==> src/rtl/descrambler_ctrl.sv <==
`default_nettype none
// ============================================================================
//  Module      : descrambler_ctrl
//  Description : Frame sequencer for the 802.11a serial descrambler. Sizes the
//                padded DATA field by repeated addition of N_DBPS, recovers the
//                7-bit scrambler seed from the first SERVICE bits, then streams
//                the remaining bits to the descrambler with a field tag.
//  Revision    : 1.0 - initial release
// ============================================================================
module descrambler_ctrl #(
   parameter int LEN_W = 12,
   parameter int CNT_W = 16
) (
   input  logic             clk,
   input  logic             reset,
   input  logic             start,
   input  logic [LEN_W-1:0] psdu_len,
   input  logic [8:0]       ndbps,
   input  logic             abort,
   input  logic             rx_valid,
   input  logic             rx_bit,
   output logic             rx_ready,
   output logic             ds_load,
   output logic [6:0]       ds_seed,
   output logic             ds_en,
   output logic             ds_rx,
   output logic [1:0]       field,
   output logic             busy,
   output logic             done,
   output logic             err
);

   localparam logic [1:0] c_IDLE   = 2'd0;
   localparam logic [1:0] c_CALC   = 2'd1;
   localparam logic [1:0] c_SEED   = 2'd2;
   localparam logic [1:0] c_STREAM = 2'd3;

   localparam logic [8:0] c_NDBPS_MAX = 9'd216;

   localparam logic [1:0] c_FLD_SERVICE = 2'd0;
   localparam logic [1:0] c_FLD_PSDU    = 2'd1;
   localparam logic [1:0] c_FLD_TAIL    = 2'd2;
   localparam logic [1:0] c_FLD_PAD     = 2'd3;

   logic [1:0]       r_state;
   logic [LEN_W-1:0] r_len;
   logic [8:0]       r_ndbps;
   logic [CNT_W-1:0] r_need;
   logic [CNT_W-1:0] r_acc;
   logic [CNT_W-1:0] r_total;
   logic [CNT_W-1:0] r_bit_cnt;
   logic [6:0]       r_seed;
   logic             r_ds_load;
   logic [6:0]       r_ds_seed;
   logic             r_ds_en;
   logic             r_ds_rx;
   logic [1:0]       r_field;
   logic             r_done;
   logic             r_err;

   logic             w_rx_ready;
   logic             w_accept;
   logic [CNT_W-1:0] w_acc_next;
   logic [CNT_W-1:0] w_psdu_end;
   logic [1:0]       w_field;
   logic             w_last;
   logic             w_bad_ndbps;

   // Bits are not taken while the seed-load pulse is out, nor when abort wins.
   assign w_rx_ready = ~abort & ((r_state == c_SEED) |
                                 ((r_state == c_STREAM) & ~r_ds_load));
   assign w_accept    = rx_valid & w_rx_ready;
   assign w_acc_next  = r_acc + CNT_W'(r_ndbps);
   assign w_psdu_end  = CNT_W'(16) + (CNT_W'(r_len) << 3);
   assign w_last      = (r_bit_cnt == r_total - CNT_W'(1));
   assign w_bad_ndbps = (ndbps == 9'd0) | (ndbps > c_NDBPS_MAX);

   // Field tag of the bit currently being accepted, from its frame index.
   always_comb begin
      w_field = c_FLD_PAD;
      if (r_bit_cnt < CNT_W'(16))
         w_field = c_FLD_SERVICE;
      else if (r_bit_cnt < w_psdu_end)
         w_field = c_FLD_PSDU;
      else if (r_bit_cnt < r_need)
         w_field = c_FLD_TAIL;
   end

   // Frame sequencer: length calculation, seed capture and bit streaming.
   always_ff @(posedge clk or negedge reset) begin
      if (!reset) begin
         r_state   <= c_IDLE;
         r_len     <= '0;
         r_ndbps   <= '0;
         r_need    <= '0;
         r_acc     <= '0;
         r_total   <= '0;
         r_bit_cnt <= '0;
         r_seed    <= '0;
         r_ds_load <= 1'b0;
         r_ds_seed <= '0;
         r_ds_en   <= 1'b0;
         r_ds_rx   <= 1'b0;
         r_field   <= '0;
         r_done    <= 1'b0;
         r_err     <= 1'b0;
      end else begin
         r_ds_load <= 1'b0;
         r_ds_en   <= 1'b0;
         r_done    <= 1'b0;
         r_err     <= 1'b0;
         if (r_state == c_IDLE) begin
            if (start) begin
               if (w_bad_ndbps) begin
                  r_err <= 1'b1;
               end else begin
                  r_len     <= psdu_len;
                  r_ndbps   <= ndbps;
                  r_need    <= CNT_W'(22) + (CNT_W'(psdu_len) << 3);
                  r_acc     <= '0;
                  r_bit_cnt <= '0;
                  r_seed    <= '0;
                  r_state   <= c_CALC;
               end
            end
         end else begin
            // A new start cannot preempt a running frame; flag it and carry on.
            if (start)
               r_err <= 1'b1;
            if (abort) begin
               r_state <= c_IDLE;
            end else begin
               case (r_state)
                  c_CALC: begin
                     r_acc <= w_acc_next;
                     if (w_acc_next >= r_need) begin
                        r_total <= w_acc_next;
                        r_state <= c_SEED;
                     end
                  end
                  c_SEED: begin
                     if (w_accept) begin
                        r_seed    <= {r_seed[5:0], rx_bit};
                        r_bit_cnt <= r_bit_cnt + CNT_W'(1);
                        if (r_bit_cnt == CNT_W'(6)) begin
                           r_ds_load <= 1'b1;
                           r_ds_seed <= {r_seed[5:0], rx_bit};
                           r_state   <= c_STREAM;
                        end
                     end
                  end
                  c_STREAM: begin
                     if (w_accept) begin
                        r_ds_en   <= 1'b1;
                        r_ds_rx   <= rx_bit;
                        r_field   <= w_field;
                        r_bit_cnt <= r_bit_cnt + CNT_W'(1);
                        if (w_last) begin
                           r_done  <= 1'b1;
                           r_state <= c_IDLE;
                        end
                     end
                  end
                  default: r_state <= c_IDLE;
               endcase
            end
         end
      end
   end

   assign rx_ready = w_rx_ready;
   assign ds_load  = r_ds_load;
   assign ds_seed  = r_ds_seed;
   assign ds_en    = r_ds_en;
   assign ds_rx    = r_ds_rx;
   assign field    = r_field;
   assign busy     = (r_state != c_IDLE);
   assign done     = r_done;
   assign err      = r_err;

endmodule
`default_nettype wire

==> config.mk <==
export PLATFORM = sky130hd
export DESIGN_NAME = descrambler_ctrl
export DESIGN_NICKNAME = d
export VERILOG_FILES = /design/src/rtl/descrambler_ctrl.sv
export SDC_FILE = /design/constraint.sdc
export NUM_CORES = 1
export LEC_CHECK = 0
export BUFFER_PORTS_ARGS = -buffer_cell sky130_fd_sc_hd__buf_2
export CORE_ASPECT_RATIO = 0.5
export CORE_MARGIN = 2
export CORE_UTILIZATION = 35
export DETAILED_ROUTE_END_ITERATION = 6
export PLACE_DENSITY = 0.56
export SYNTH_ARGS = -nofsm -noshare
export SYNTH_HDL_FRONTEND = slang
export SYNTH_SLANG_ARGS = --single-unit
export TNS_END_PERCENT = 50
==> constraint.sdc <==
create_clock -name clk -period 4.5 [get_ports clk]
set_clock_uncertainty 0.1 [all_clocks]
set_input_delay 0.45 -clock clk [delete_from_list [all_inputs] [get_ports clk]]
set_output_delay 0.45 -clock clk [all_outputs]
set_load 0.05 [all_outputs]
==> results by group <==
Setup path
  – Slowest cell on crit path: a211oi_1
  – CP Cell Sequence: ha_1 -> inv_1 -> fa_1 -> nor2b_1 -> o21a_1 -> o21ai_0 -> a211oi_1 -> o2111ai_1 -> xnor2_1 -> ha_1 -> a21o_1 -> a221o_1 -> nor3_2 -> a21oi_1 -> a31oi_2 -> mux2i_1
  – Crit path max fanout: 3
  – CP arrival: 4.37 ns
  – Critical path class: flop to flop
  – Reg-to-Reg Start: r_ndbps[0]$_DFFE_PN0P_
  – CP endpoint kind: flop
  – Critical path's largest stage delay: 0.41 ns
  – R2R Setup Slk: 0.32 ns
  – Top cell by count, worst path: ha_1
  – Reg2reg end: r_state[0]$_DFFE_PN0P_
  – Critical path launch point type: flop
  – Path depth of the worst reg2reg path: 16
  – Req. time, crit path: 4.68 ns

Timing
  – Fmax: 239 MHz
  – Fin. max-slew vios: 0
  – Worst Max-Slew Pin Slew: 1.04 ns
  – Slew margin rel.: 0.304
  – RSZ-0062 raised after global routing: false
  – Final hold violations: 0
  – Final setup viols: 0
  – TNS Setup: 0 ns
  – Minimum clock period: 4.18 ns
  – Hold Slack: 0.212 ns
  – Fin crit share: 0.930

Finish
  – FILL cells: 1898
  – Fin nets: 865
  – Design area: 7520 µm²
  – Layout cells sized above 1: 0.123
  – P&R area growth vs syn: 11.9%

Clocking
  – Clock-pin slew on the worst setup and hold paths: 0.08 ns
  – Root Buffer: clkbuf_16
  – Clock buffer depth: 2
  – Num Clock Sinks: 104
  – CTS tree: built
  – CTS Buf Count: 9
  – Later-pin clock latency in the skew report: 0.36 ns
  – H-tree depth: 3

Route
  – DRT Pass-1 Iters: 4
  – DRC viols: 0
  – DRT iter0 DRCs: 247
  – Final wirelength: 17700 µm
  – DR WL/cell: 17.0 µm
  – Antenna Nets Post-Route: 0
  – Vias: 5437
  – Vias per cell: 5.22

Floorplan
  – # rows: 35
  – DIE AREA: 20400 µm²
  – Die Wd: 200 µm
  – Starting Density: 0.361
  – CORE AREA: 18600 µm²
  – Die height: 102 µm
  – IO Pins: 43

Placement
  – Placement-stage cell area: 7200 µm²
  – Quantity of I/O buffers inserted on ports: 42
  – RePlAce Congestion: 0.865
  – DP HPWL: 13600 µm

GRT
  – Largest net degree at the start of global routing: 42
  – Global-route wire length before repair: 28200 µm
  – Global Route Usage Sum: 0.183
  – Congestion Overflow GR: 0
  – Vias in the first global route: 5165
  – Initial antenna violation count: 2

Min path
  – Hold Startpoint: psdu_len[0]
  – WHS Endpoint: r_len[0]$_DFFE_PN0P_
  – Worst hold path cell count: 3
  – Hold/Removal Path Class: primary input to flop

Logic synthesis
  – Number of flops mapped to enable cells by yosys: 0
  – Predominant post-synthesis flop cell: dfrtp_1
  – Register area share after synthesis: 0.387
  – Post-synth cell types: 61
  – Post-synth top area cell: dfrtp_1
  – Yosys warns: 0
  – FFs w/ async S/R, synth: 1.00
  – Syn Std Cell Area: 6720 µm²
  – Flops & latches, synth: 104
  – Share of the synthesized area in the top cell type: 0.387
  – Syn nets: 832
  – Syn Area/Cell: 9.05 µm²
  – Area contributors post-synth: dfrtp_1 (39%), ha_1 (12%), nand2_1 (6.6%), xnor2_1 (4.4%), xor2_1 (3.4%)
  – Post-Syn Instances: 742

Run
  – Max_cap viols: 0

Pwr
  – Static Leak: 3.70 nW
  – IR drop worst, VDD: 0.000174 V
  – PwrDens: 519 nW/µm²

Run status
  – Status: complete, no violations
[worst max path at each step]
stage / depth (start not counted) / end / slack (ns) / startpoint
finish: 16 / r_state[0]$_DFFE_PN0P_ / 0.32 / r_ndbps[0]$_DFFE_PN0P_
global route: 18 / r_total[11]$_DFFE_PN0P_ / 0.05 / r_ndbps[0]$_DFFE_PN0P_
CTS: 16 / r_state[0]$_DFFE_PN0P_ / 0.22 / r_ndbps[0]$_DFFE_PN0P_
detailed placement: 16 / r_state[1]$_DFFE_PN0P_ / 0.26 / r_ndbps[0]$_DFFE_PN0P_
global placement: 16 / r_state[1]$_DFFE_PN0P_ / 0.43 / r_ndbps[0]$_DFFE_PN0P_
floorplan: 15 / r_total[11]$_DFFE_PN0P_ / 0.68 / r_ndbps[1]$_DFFE_PN0P_
[cell families (layout without fill, tap and decap cells)]
logic type / after synthesis / in the layout / synth area share
AND/OR/NAND/NOR: 289 / 289 / 0.206
AO/OA/AOI/OAI: 135 / 135 / 0.130
flip-flops: 104 / 104 / 0.387
buffers and inverters: 66 / 104 / 0.0382
adder cells (fa/ha/maj): 63 / 63 / 0.118
XOR/XNOR: 60 / 60 / 0.0782
multiplexers: 25 / 25 / 0.0410
other: 0 / 2 / 0
[cells in the mapped netlist, types with 3 or more instances]
cell	count
a211oi_1	7
a21o_1	14
a21oi_1	30
a31oi_1	7
and2_1	5
and3_1	12
and4b_1	4
clkbuf_1	25
dfrtp_1	104
ha_1	62
inv_1	37
mux2_2	20
mux2i_1	5
nand2_1	119
nand2b_1	4
nand3_1	32
nand4_1	19
nor2_1	42
nor2b_1	9
nor3_1	12
nor4_1	11
o21a_1	5
o21ai_0	39
o22ai_1	4
or2_2	3
or3_1	5
xnor2_1	34
xor2_1	26
[routing by layer]
metal | vias up | global-route usage | wire length (µm)
met4 | 0 | 0.0399 | 162
met3 | 12 | 0.0459 | 886
met2 | 89 | 0.277 | 7360
met5 | - | 0 | 0
met1 | 2653 | 0.264 | 9290
li1 | 2683 | - | -
[critical path: cells and delay by family, from the launching register on]
kind | cells | cell delay [ns]
adder cells (fa/ha/maj) | 3 | 0.89
flip-flops | 1 | 0.36
multiplexers | 1 | 0.22
AO/OA/AOI/OAI | 8 | 1.82
XOR/XNOR | 1 | 0.32
buffers and inverters | 1 | 0.05
AND/OR/NAND/NOR | 2 | 0.35
[placed cells by master, fill, tap and decap left out, types with 3 or more instances in the layout]
master / synthesis / routed
and2_1: 5 / 5
or3_1: 5 / 5
nor3_1: 12 / 11
a211oi_1: 7 / 7
inv_1: 37 / 37
o21ai_0: 39 / 39
clkbuf_16: 0 / 9
buf_2: 1 / 41
o22ai_1: 4 / 4
and3_1: 12 / 12
a31oi_1: 7 / 6
nor2b_1: 9 / 9
ha_1: 62 / 62
nand2b_1: 4 / 4
nand2_1: 119 / 119
clkinv_4: 0 / 3
nor4_1: 11 / 11
nand3_1: 32 / 32
xor2_1: 26 / 26
nand4_1: 19 / 19
a21o_1: 14 / 14
buf_4: 0 / 9
mux2i_1: 5 / 5
and4b_1: 4 / 4
o21a_1: 5 / 5
mux2_2: 20 / 20
or2_2: 3 / 3
nor2_1: 42 / 42
dfrtp_1: 104 / 104
a21oi_1: 30 / 30
xnor2_1: 34 / 34
[power breakdown]
part | leakage (nW) | internal, mW | switching, mW | total (mW)
registers | 1.37 | 1.17 | 0.258 | 1.43
logic | 2.19 | 0.652 | 1.04 | 1.69
clock network | 0.147 | 0.404 | 0.383 | 0.787
total | 3.70 | 2.23 | 1.68 | 3.91
[timing repair]
item / in CTS / in global routing
resized for setup: 0 / 2
hold buffers: 1 / 0
buffers inserted: 0 / 0
setup endpoints to repair: 0 / 2
hold endpoints to repair: 29 / 0
[layout make-up]
type | count | area (µm²) | share of cell area
diodes | 2 | 5.00 | 0.000666
clock buffers | 10 | 239 | 0.0318
clock inverters | 6 | 57.6 | 0.00765
inverters | 37 | 139 | 0.0185
multi-input cells | 572 | 3870 | 0.515
flip-flops and latches | 104 | 2600 | 0.346
well taps | 259 | 324 | 0.0431
repair buffers | 51 | 283 | 0.0376
[stage by stage]
stage / total power, mW / worst slack, ns / utilization / instances
floorplan: 2.60 / 0.682 / - / 742
global placement: 3.08 / 0.432 / 0.387 / 1022
detailed placement: 3.12 / 0.261 / 0.387 / 1022
CTS: 3.93 / 0.217 / 0.403 / 1039
global route: 4.23 / 0.0541 / 0.404 / 1039
finish: 3.91 / 0.315 / 0.404 / 1041
[registers in the layout (all words and copies together) (netlist names), 2 cells and up]
register,count
ds_seed,7
field,2
r_acc,16
r_bit_cnt,16
r_len,12
r_ndbps,9
r_need,13
r_seed,6
r_state,2
r_total,16
Power figures use the tool's default switching activity.
